### src/rtl/vedic_seq_mul16.sv
// Sequential 16x16 unsigned multiplier driving an external 8x8 core over four steps.
// Optional macro VSM_ZERO_SKIP_EN: zero operands bypass the multiply steps.
module vedic_seq_mul16 #(
    parameter int MAC_EN = 0
) (
    input  logic        clk,
    input  logic        rst_n,
    input  logic        in_valid,
    output logic        in_ready,
    input  logic [15:0] a,
    input  logic [15:0] b,
    input  logic        acc_clr,
    output logic        out_valid,
    input  logic        out_ready,
    output logic [31:0] p,
    output logic [7:0]  mul_a,
    output logic [7:0]  mul_b,
    input  logic [15:0] mul_m
);

    // Handshakes: a transfer happens on a rising edge where valid and ready are both 1;
    // ready never depends on valid, and valid/data hold until the transfer.
    typedef enum logic [1:0] {
        IDLE = 2'd0,
        MUL  = 2'd1,
        DONE = 2'd2
    } state_t;

    state_t      state;
    logic [1:0]  step;
    logic [15:0] a_r;
    logic [15:0] b_r;
    logic [31:0] acc;
    logic        in_ready_r;
    logic        out_valid_r;

    logic [7:0]  sel_a;
    logic [7:0]  sel_b;
    logic [31:0] addend;
    logic        keep_acc;
    logic        skip;

    assign keep_acc = (MAC_EN != 0) && !acc_clr;

`ifdef VSM_ZERO_SKIP_EN
    assign skip = (a == 16'd0) || (b == 16'd0);
`else
    assign skip = 1'b0;
`endif

    // Byte-pair selection and partial-product alignment for the current step.
    always_comb begin
        sel_a  = 8'd0;
        sel_b  = 8'd0;
        addend = 32'd0;
        if (state == MUL) begin
            case (step)
                2'd0: begin
                    sel_a  = a_r[7:0];
                    sel_b  = b_r[7:0];
                    addend = {16'd0, mul_m};
                end
                2'd1: begin
                    sel_a  = a_r[7:0];
                    sel_b  = b_r[15:8];
                    addend = {8'd0, mul_m, 8'd0};
                end
                2'd2: begin
                    sel_a  = a_r[15:8];
                    sel_b  = b_r[7:0];
                    addend = {8'd0, mul_m, 8'd0};
                end
                default: begin
                    sel_a  = a_r[15:8];
                    sel_b  = b_r[15:8];
                    addend = {mul_m, 16'd0};
                end
            endcase
        end
    end

    always_ff @(posedge clk or negedge rst_n) begin
        if (!rst_n) begin
            state       <= IDLE;
            step        <= 2'd0;
            a_r         <= 16'd0;
            b_r         <= 16'd0;
            acc         <= 32'd0;
            in_ready_r  <= 1'b1;
            out_valid_r <= 1'b0;
        end else begin
            case (state)
                IDLE: begin
                    if (in_valid) begin
                        a_r        <= a;
                        b_r        <= b;
                        step       <= 2'd0;
                        in_ready_r <= 1'b0;
                        if (!keep_acc) begin
                            acc <= 32'd0;
                        end
                        if (skip) begin
                            state       <= DONE;
                            out_valid_r <= 1'b1;
                        end else begin
                            state <= MUL;
                        end
                    end
                end
                MUL: begin
                    acc  <= acc + addend;
                    step <= step + 2'd1;
                    if (step == 2'd3) begin
                        state       <= DONE;
                        out_valid_r <= 1'b1;
                    end
                end
                DONE: begin
                    if (out_ready) begin
                        state       <= IDLE;
                        out_valid_r <= 1'b0;
                        in_ready_r  <= 1'b1;
                    end
                end
                default: begin
                    state       <= IDLE;
                    out_valid_r <= 1'b0;
                    in_ready_r  <= 1'b1;
                end
            endcase
        end
    end

    assign in_ready  = in_ready_r;
    assign out_valid = out_valid_r;
    assign p         = acc;
    assign mul_a     = sel_a;
    assign mul_b     = sel_b;

endmodule

### config.mk
export PLATFORM = sky130hd
export DESIGN_NAME = vedic_seq_mul16
export DESIGN_NICKNAME = d
export VERILOG_FILES = /design/src/rtl/vedic_seq_mul16.sv
export SDC_FILE = /design/constraint.sdc
export NUM_CORES = 1
export LEC_CHECK = 0
export CAP_MARGIN = 20
export CORE_ASPECT_RATIO = 1.4
export CORE_MARGIN = 2
export CORE_UTILIZATION = 48
export CTS_BUF_LIST = sky130_fd_sc_hd__clkbuf_4 sky130_fd_sc_hd__clkbuf_8
export DETAILED_ROUTE_END_ITERATION = 16
export PLACE_DENSITY = 0.86
export SLEW_MARGIN = 20
export SYNTH_ARGS = -nofsm -noshare
export SYNTH_HDL_FRONTEND = slang
export SYNTH_SLANG_ARGS = --single-unit
### constraint.sdc
create_clock -name clk -period 4.2 [get_ports clk]
set_input_delay 0.84 -clock clk [delete_from_list [all_inputs] [get_ports clk]]
set_output_delay 0.84 -clock clk [all_outputs]
set_load 0.02 [all_outputs]
Word level (Yosys, flattened, before mapping). Index checks and enable logic that the tools add are counted.

Register bits: 70. Bits in latches: 0. RAM bits: 0. ROM bits: 0. Input port bits: 53. Output and inout bits: 50. Logic and storage cells: 50. Memories: 0.

Add/subtract/negate cells: 2. Multipliers: 0. Divide/modulo/power cells: 0. $lt $le $gt $ge: 0. Equality and inequality tests: 8. Shifts and indexed selects: 0. Multiplexer cells: 20. Bitwise operators: 2. Reduce and logical (&&, ||, !) cells: 11.

Operators by type and width (number): one-hot mux 32 bit (2 select lines) (2); 2-to-1 mux 32 bit (2); adder 32 bit (1); 2-to-1 mux 8 bit (4); AND reduction 3 bit (3); 2-to-1 mux 2 bit (4); == test 2 bit (second input constant) (3); one-hot mux 1 bit (3 select lines) (2); one-hot mux 2 bit (3 select lines) (1); OR reduction 2 bit (3); == test 2 x 1 -> 1 bit (second input constant) (2); logical NOT 2 bit (2); 2-to-1 mux 1 bit (4); != test 2 bit (second input constant) (2); one-hot mux 2 bit (2 select lines) (1); AND reduction 2 bit (2); adder 2 x 1 -> 2 bit (second input constant) (1); != test 2 x 1 -> 1 bit (second input constant) (1); inverter 1 bit (2); nonzero test 2 bit (1).

Longest topological paths before layout. Gate-level depths: netlist of the first run.

Depth in word-level cells: 6. Gate-level depth with buffers: 17. Depth with buffers taken out: 15.

Least setup slack after synthesis of the first run. No wires, ideal clock.

Path kind: flip-flop to flip-flop. From: register step[0]. To: register acc[28], in the netlist p[28]. Setup time: 126 ps. Arrival: 3902 ps. Required time: 4074 ps. Slack: 171 ps. Cell stages (with the launch flop): 18. Path buffers: 2. Period minus slack after synthesis: 4029 ps. Path through: dfrtp_1 -> inv_1 -> ha_1 -> clkbuf_1 -> nor3b_1 -> clkbuf_1 -> and2_1 -> ha_1 -> inv_1 -> fa_1 -> nor2b_4 -> o31ai_4 -> a221oi_2 -> a21oi_2 -> o211ai_2 -> o21ai_0 -> mux2i_1 -> a311o_1.

Longest elaborated chain between the ends: 6. Elaborated cells between the ends (all ways): 8. Classes of those cells: add/sub (1); eq/ne (2); mux (3); reduce/logical (2).

Ends and longest elaborated chain: start, declared (line 30) `logic [1:0] step;`; start signal, assigned (line 112) `step <= step + 2'd1;`; == test 2 bit / == test 2 x 1 -> 1 bit (equally long branches) (line 57) `case (step)`; OR reduction 2 bit (no line); one-hot mux 32 bit (2 select lines) (*) (line 57); 2-to-1 mux 32 bit (*) (line 56) `if (state == MUL) begin`; adder 32 bit (*) (line 111) `acc <= acc + addend;`; one-hot mux 32 bit (2 select lines) (*) (line 92) `case (state)`; end signal, assigned (line 111); end, declared (line 33) `logic [31:0] acc;`.

Every way passes the cells marked *; elsewhere a longest branch is shown, timed or not. A chain may end at the register's enable or synchronous reset.

Worst setup path after layout of the first run. Same ends and word-level chain as after synthesis.

==> flow_summary.ini, run 1 <==
[run_status]
status = finished clean

[floorplanning]
die_area_um2 = 11100
io_pins = 103
start_util_pct = 49.3
rows = 43
fp.dieH_um = 124
die_w_um = 89.4
coreArea_um2 = 9950

[global_routing]
grt_max_degree = 44
grt_usage_pct = 25.5
grt_pass1_vias = 4579
grt.overflow.total = 0
antenna_found_initial = 0
grt_first_pass_wirelength_um = 21800

[pwr]
power_density_nw_per_um2 = 776
vdd_drop_max_v = 0.000529
power.leakage_nw = 2.70

[sta]
finalSetupTns_ns = 0
fin_skew_ns = 0.0107
min_period_ns = 3.77
worst_pin_slew_ns = 0.644
slew_headroom_pct = 57.1
grt_setup_unrepaired = false
period_share_pct = 89.7
hold_viol = 0
fmax_ghz = 0.265
drv_slew = 0
final-setup-viol-count = 0

[cts]
ctsHoldBuffers = 0
clkLatencyLatePin_ns = 0.36
cts_buffers = 9
post_cts_buffers = 0
cts_tree = done
cts_resized = 0
cts.path.max_buffers = 2
cts_root_buf = clkbuf_8
cts.sinks = 70
htreeDepth = 3
clk_pin_slew_ns = 0.09

[setup_path]
critPathKind = reg2reg
cpPeakStageDelay_ns = 0.43
start_kind = flip-flop
crit_buf_inv = 1
required_ns = 4.45
cp_cell_sequence = ha_1 -> nor3b_1 -> and2_1 -> ha_1 -> inv_1 -> fa_1 -> nor2b_4 -> o31ai_4 -> a221oi_2 -> a21oi_2 -> o211ai_2 -> o21ai_0 -> mux2i_1 -> a311o_1
crit_arrival_ns = 4.02
crit_family = compound AO/OA/AOI/OAI gates
path_max_fanout = 13
slowest_stage = dfrtp_1
worstSetupEndpointType = flip-flop
cp_common_cell = ha_1

[synth]
ys_seq_area_share_pct = 35.7
syn_avg_cell_area_um2 = 9.05
ys.flop_type = dfrtp_1
synth_edf_count = 0
async_flop_share_pct = 100
netlist_instances = 542
syn_nets = 631
yosys_warnings = 0
netlist_area_um2 = 4900
ys_types = 64
ys_ff_latch = 70

[placed_design]
gp_congestion = 0.920
io_buffers = 101
dp_hpwl_um = 10000
place_inst = 762

[final_layout]
instances_no_fill = 778
finish.utilization_pct = 62.7
layout_commonest_cell = clkdlybuf4s50_1
diodes = 0
syn_to_final_growth_pct = 27.2
layout.nets = 727
final_cell_mix = 100 x clkdlybuf4s50_1, 69 x dfrtp_1, 66 x nand2_1
drive_above_1_share_pct = 12.0

[min_path]
hp-class = in2async

[route]
drtAntennaViolNets = 0
dr.pass1.iters = 4
wl_per_cell_um = 17.2
vias_per_cell = 5.90
finalWirelength_um = 13400
vias = 4590
drc = 0
drt-initial-drc-count = 280

[job]
maxCapViolations = 0
layout make-up:
cell class | instances | area [um2]
fillers | 838 | 3710
repair buffers | 112 | 1090
clock buffers | 10 | 138
inverters | 16 | 60.1
well taps | 135 | 169
multi-input cells | 429 | 2990
clock inverters | 6 | 45.0
flip-flops and latches | 70 | 1750
worst reg2reg max path, delay by kind of cell, from the launching register on:
family / cells / cell delay [ns]
muxes: 1 / 0.15
buffers and inverters: 1 / 0.06
AOI/OAI and AO/OA: 6 / 1.41
adders and majority gates: 3 / 0.95
and+or+nand+nor: 3 / 0.66
DFF: 1 / 0.43
per-layer routing:
metal	vias up	share of wire, %	GRT usage (%)
met5	-	0	0
met4	0	2.9	9.98
met3	32	7.4	5.70
met2	205	50	43.5
met1	2187	40	31.1
li1	2166	-	-
cells by family (layout without fill, tap and decap cells):
logic type	after synthesis	after routing	share of synthesized area, %
compound gates	182	182	24.0
simple gates	154	154	15.5
flops	70	70	35.7
buf+inv	43	144	3.57
fa+ha+maj	36	36	9.34
mux	35	35	7.96
xor+xnor	22	22	3.93
synthesized netlist by cell type (11+ instances only):
master / number / share of area (%)
xnor2_1: 11 / 2.0
mux2_2: 32 / 7.3
o21ai_0: 55 / 5.6
ha_1: 35 / 8.9
a21oi_1: 52 / 5.3
inv_1: 16 / 1.2
dfrtp_1: 69 / 35
clkbuf_1: 22 / 1.7
and3_1: 13 / 1.7
nand2_1: 66 / 5.1
a22o_1: 20 / 3.6
nand3_1: 14 / 1.4
xor2_1: 11 / 2.0
nor2_1: 20 / 1.5
through the flow:
| stage | total power, W | instance area (um2) | hold WS (ns) | worst slack, ns |
|---|---|---|---|---|
| floorplan | 0.00329 | 4900 | 0.474 | 0.171 |
| global placement | 0.00422 | 6060 | 0.483 | 0.220 |
| detailed placement | 0.00431 | 6060 | 0.490 | 0.157 |
| CTS | 0.00485 | 6240 | 0.496 | 0.438 |
| global route | 0.00524 | 6240 | 0.521 | 0.129 |
| finish | 0.00484 | 6240 | 0.489 | 0.431 |
registers in the layout (all words and copies together), names as in the netlist:
signal and count:
a_r 16, b_r 16, in_ready 1, out_valid 1
p 32, state 2, step 2
path summary, 6_finish.rpt:
check                                    start                  end  slack, ns  cells after the start
min in group clk            b_r[3]$_DFFE_PN0P_   b_r[3]$_DFFE_PN0P_       0.51                      1
max in group asynchronous                rst_n  step[0]$_DFFE_PN0P_       2.68                      2
max                        step[0]$_DFFE_PN0P_    p[28]$_DFFE_PN0P_       0.43                     14
min reg2reg                 b_r[3]$_DFFE_PN0P_   b_r[3]$_DFFE_PN0P_       0.51                      1
min                                      rst_n    p[23]$_DFFE_PN0P_       0.49                      1
max reg2reg                step[0]$_DFFE_PN0P_    p[28]$_DFFE_PN0P_       0.43                     14
power by group:
part	internal, W	switching [W]
logic	0.00138	0.00175
registers	0.000982	0.000213
clock network	0.000233	0.000284
Power figures use the tool's default switching activity.
==> inputs of run 2 (changes only) <==
==> constraint.sdc (replaced) <==
create_clock -name clk -period 4.2 [get_ports clk]
set_input_delay 0.84 -clock clk [delete_from_list [all_inputs] [get_ports clk]]
set_output_delay 0.84 -clock clk [all_outputs]
set_load 0.1 [all_outputs]
==> run 2 against run 1 <==
Final cell count did not move. Global-route usage decreased by 0.45 points. Sequential share of layout area up 0.17 points. Non-clock buffer count unchanged. Die area stayed put. Final area is 0.60% lower. Maximum frequency is 0.39% lower. Via count grew 0.37%. Flip-flop and latch count is the same. Core utilization decreased by 0.38 points. Register-to-register slack barely moved. Critical endpoint unchanged.
==> flow_summary.ini, run 2 (synthesis gave the netlist of run 1 again) <==
[run_status]
status = finished clean

[placed_design]
gp_congestion = 0.937
io_buffers = 101
place_inst = 762
dp_hpwl_um = 10100

[floorplanning]
coreArea_um2 = 9950
io_pins = 103
start_util_pct = 49.3
die_area_um2 = 11100
die_w_um = 89.4
fp.dieH_um = 124
rows = 43

[final_layout]
fillCellCount = 841
multi_input_area_um2 = 2990
seqCellArea_um2 = 1750
syn_to_final_growth_pct = 26.4
drive_above_1_share_pct = 14.5
layout_commonest_cell = clkdlybuf4s50_1
final_cell_mix = 84 x clkdlybuf4s50_1, 69 x dfrtp_1, 66 x nand2_1
instances_no_fill = 778
largest_reg_flops = 32
diodes = 0
layout.nets = 727

[sta]
fin_skew_ns = 0.0196
worst_pin_slew_ns = 1.01
hold_ws_ns = 0.471
period_share_pct = 90.1
slew_headroom_pct = 32.6
min_period_ns = 3.78
final-setup-viol-count = 0
drv_slew = 0
grt_setup_unrepaired = false
fmax_ghz = 0.264
finalSetupTns_ns = 0
hold_viol = 0

[global_routing]
grt_max_degree = 45
grt.overflow.total = 0
grt_usage_pct = 25.1
grt_pass1_vias = 4563
grt_first_pass_wirelength_um = 21600
antenna_found_initial = 0

[setup_path]
crit_family = compound AO/OA/AOI/OAI gates
cp_common_cell = ha_1
worstSetupEndpointType = flip-flop
start_kind = flip-flop
cpPeakStageDelay_ns = 0.44
critPathKind = reg2reg
slowest_stage = fa_1
cp_cell_sequence = ha_1 -> nor3b_1 -> and2_1 -> ha_1 -> inv_1 -> fa_1 -> nor2b_4 -> o31ai_4 -> a221oi_2 -> a21oi_2 -> o211ai_2 -> o21ai_0 -> mux2i_1 -> a311o_1
required_ns = 4.45
path_max_fanout = 13
crit_arrival_ns = 4.04
crit_buf_inv = 1

[min_path]
hp-class = in2async

[route]
vias_per_cell = 5.92
drc = 0
finalWirelength_um = 13400
drt-initial-drc-count = 242
drtAntennaViolNets = 0
vias = 4607
dr.pass1.iters = 5
wl_per_cell_um = 17.2

[cts]
cts_buffers = 9
ctsHoldBuffers = 0
cts.path.max_buffers = 2
htreeDepth = 3
clk_pin_slew_ns = 0.10
post_cts_buffers = 0
cts_tree = done
clkLatencyLatePin_ns = 0.36
cts.sinks = 70
cts_root_buf = clkbuf_8
cts_resized = 0

[job]
maxCapViolations = 0
==> run 2: cell types whose count changed in the layout (fill, tap and decap cells not counted) <==
cell	before	now
buf_4	11	27
clkbuf_8	10	9
clkdlybuf4s50_1	100	84
clkinv_2	1	0
clkinvlp_4	3	2
inv_6	2	4
inv_8	0	1
==> run 2: path summary, 6_finish.rpt <==
check                                    startpoint                 end  slack [ns]  depth (start not counted)
worst max-delay path            step[0]$_DFFE_PN0P_   p[28]$_DFFE_PN0P_        0.42                         14
worst min-delay path                          rst_n   p[24]$_DFFE_PN0P_        0.47                          1
worst max register to register  step[0]$_DFFE_PN0P_   p[28]$_DFFE_PN0P_        0.42                         14
worst min register to register   b_r[3]$_DFFE_PN0P_  b_r[3]$_DFFE_PN0P_        0.51                          1
max in group asynchronous                     rst_n    p[6]$_DFFE_PN0P_        2.70                          2
min in group clk                 b_r[3]$_DFFE_PN0P_  b_r[3]$_DFFE_PN0P_        0.51                          1
==> run 2: cell type report <==
type | instances | area share, %
Inverter | 16 | 0.969
Sequential cell | 70 | 28.3
Multi-Input combinational cell | 429 | 48.1
Clock buffer | 9 | 2.00
Timing Repair Buffer | 112 | 16.9
Clock inverter | 7 | 0.989
Tap cell | 135 | 2.72
==> run 2: through the flow <==
stage               area, um2  setup WS [ns]  utilization (%)
floorplan                4900          0.167                -
global placement         6020          0.216             60.4
detailed placement       6020          0.194             60.4
CTS                      6200          0.469             62.3
global route             6200          0.124             62.3
finish                   6200          0.416             62.3
==> run 2: per-layer routing <==
layer / vias up / GRT usage [%] / wire (um)
met5: - / 0 / 0
met4: 0 / 12.0 / 493
met3: 37 / 6.76 / 1130
met2: 240 / 41.2 / 6530
met1: 2158 / 30.2 / 5270
li1: 2172 / - / -
Power of run 2 is not shown: default switching activity piles up to over one toggle a cycle in this logic, so the estimate is an artifact.
==> inputs of run 3 (changes only) <==
--- a/config.mk
+++ b/config.mk
@@ -11,7 +11,7 @@
 export CORE_UTILIZATION = 48
 export CTS_BUF_LIST = sky130_fd_sc_hd__clkbuf_4 sky130_fd_sc_hd__clkbuf_8
 export DETAILED_ROUTE_END_ITERATION = 16
-export PLACE_DENSITY = 0.86
+export PLACE_DENSITY = 0.89
 export SLEW_MARGIN = 20
 export SYNTH_ARGS = -nofsm -noshare
 export SYNTH_HDL_FRONTEND = slang
==> run 3 against run 2 <==
Final area rose by 0.42%. Flip-flop and latch count did not move. Die area did not move. Critical path depth decreased by 2. First-iteration DRC count is 71% higher. Clock skew decreased by 0.0067 ns. Final cell count fell by 0.13%. Clock-buffer cell count increased by 1. Setup slack lost 0.12 ns. Global-route usage increased by 0.48 points. Largest cell class unchanged.
==> flow_summary.ini, run 3 (synthesis gave the netlist of run 1 again) <==
[sta]
fin_ws_ns = 0.295
hold_viol = 0
drv_slew = 0
finalSetupTns_ns = 0
worst_pin_slew_ns = 1.01
grt_setup_unrepaired = false
final-setup-viol-count = 0
slew_headroom_pct = 32.5
min_period_ns = 3.91
fin_skew_ns = 0.0129
period_share_pct = 93.0
fmax_ghz = 0.256

[cts]
cts_buffers = 9
ctsHoldBuffers = 0
post_cts_buffers = 0
htreeDepth = 3
clk_pin_slew_ns = 0.08
cts.path.max_buffers = 2
cts_root_buf = clkbuf_8
clkLatencyLatePin_ns = 0.37
cts.sinks = 70
cts_tree = done
cts_resized = 0

[route]
drt-initial-drc-count = 414
drc = 0
dr.pass1.iters = 7
drtAntennaViolNets = 0
vias_per_cell = 6.02
vias = 4681
finalWirelength_um = 13900
wl_per_cell_um = 17.9

[global_routing]
antenna_found_initial = 0
grt_usage_pct = 25.6
grt_first_pass_wirelength_um = 21800
grt.overflow.total = 0
grt_max_degree = 47
grt_pass1_vias = 4653

[setup_path]
required_ns = 4.48
regToRegSetupSlack_ns = 0.29
critPathKind = reg2reg
crit_arrival_ns = 4.18
path_max_fanout = 13
start_kind = flip-flop
worstSetupEndpointType = flip-flop

[floorplanning]
rows = 43
fp.dieH_um = 124
start_util_pct = 49.3
coreArea_um2 = 9950
die_w_um = 89.4
die_area_um2 = 11100
io_pins = 103

[final_layout]
layout.nets = 726
layout_commonest_cell = clkdlybuf4s50_1
largest_reg_flops = 32
fillCellCount = 814
multi_input_area_um2 = 2990
diodes = 0
seqCellArea_um2 = 1750
finish.utilization_pct = 62.6
final_cell_mix = 84 x clkdlybuf4s50_1, 69 x dfrtp_1, 66 x nand2_1
syn_to_final_growth_pct = 27.0
drive_above_1_share_pct = 14.3

[placed_design]
dp_hpwl_um = 10100
io_buffers = 101
gp_congestion = 0.986
dpl_worst_slack_ns = 0.314

[min_path]
hp-class = in2async

[run_status]
status = finished clean

[job]
maxCapViolations = 0
## run 3: cell count changes in the layout (fill, tap and decap cells not counted), sizes merged
cell / delta
clkinv: +1
bufinv: +2
buf: -1
clkinvlp: +1
inv: -5
clkbuf: +1
## run 3: path summary, 6_finish.rpt
check                               startpoint                   end  depth (start not counted)
max                        step[0]$_DFFE_PN0P_     p[29]$_DFFE_PN0P_                         12
max reg2reg                step[0]$_DFFE_PN0P_     p[29]$_DFFE_PN0P_                         12
min reg2reg                 b_r[2]$_DFFE_PN0P_    b_r[2]$_DFFE_PN0P_                          1
min                                      rst_n    a_r[0]$_DFFE_PN0P_                          1
max in group asynchronous                rst_n  in_ready$_DFFE_PN1P_                          2
min in group clk            b_r[2]$_DFFE_PN0P_    b_r[2]$_DFFE_PN0P_                          1
## run 3: per-stage QoR
step,instances,hold WS (ns),instance area (um2)
2_1_floorplan,542,0.474,4900
3_3_place_gp,761,0.485,6010
3_5_place_dp,761,0.493,6010
4_1_cts,777,0.493,6230
5_1_grt,777,0.524,6230
6_report,777,0.484,6230
## run 3: worst max-delay path: stages, from the launching register on
cell and delay (ns):
dfrtp_1 0.42, ha_1 0.41, and2_1 0.44, a22o_1 0.26, ha_1 0.32, a21oi_1 0.27
o21ai_0 0.19, a311oi_1 0.34, a21oi_1 0.22, a31oi_1 0.33, a21oi_1 0.19, a211o_1 0.33
o211ai_1 0.10
## run 3: cell type report
| class | instances | share of cell area, % |
|---|---|---|
| tap | 135 | 2.71 |
| sequential | 70 | 28.1 |
| timing repair buffer | 111 | 16.7 |
| clock inverter | 6 | 1.41 |
| clock buffer | 10 | 2.11 |
| multi-input combinational | 429 | 47.9 |
| inverter | 16 | 0.964 |
## run 3: metal layers
metal / global-route usage [%] / vias to the layer above / part of all wire (%)
met3: 6.69 / 39 / 9.0
met4: 11.0 / 0 / 3.3
met5: 0 / - / 0
met2: 43.8 / 279 / 50
met1: 29.8 / 2204 / 37
li1: - / 2159 / -
Power of run 3 is left out for the same reason.
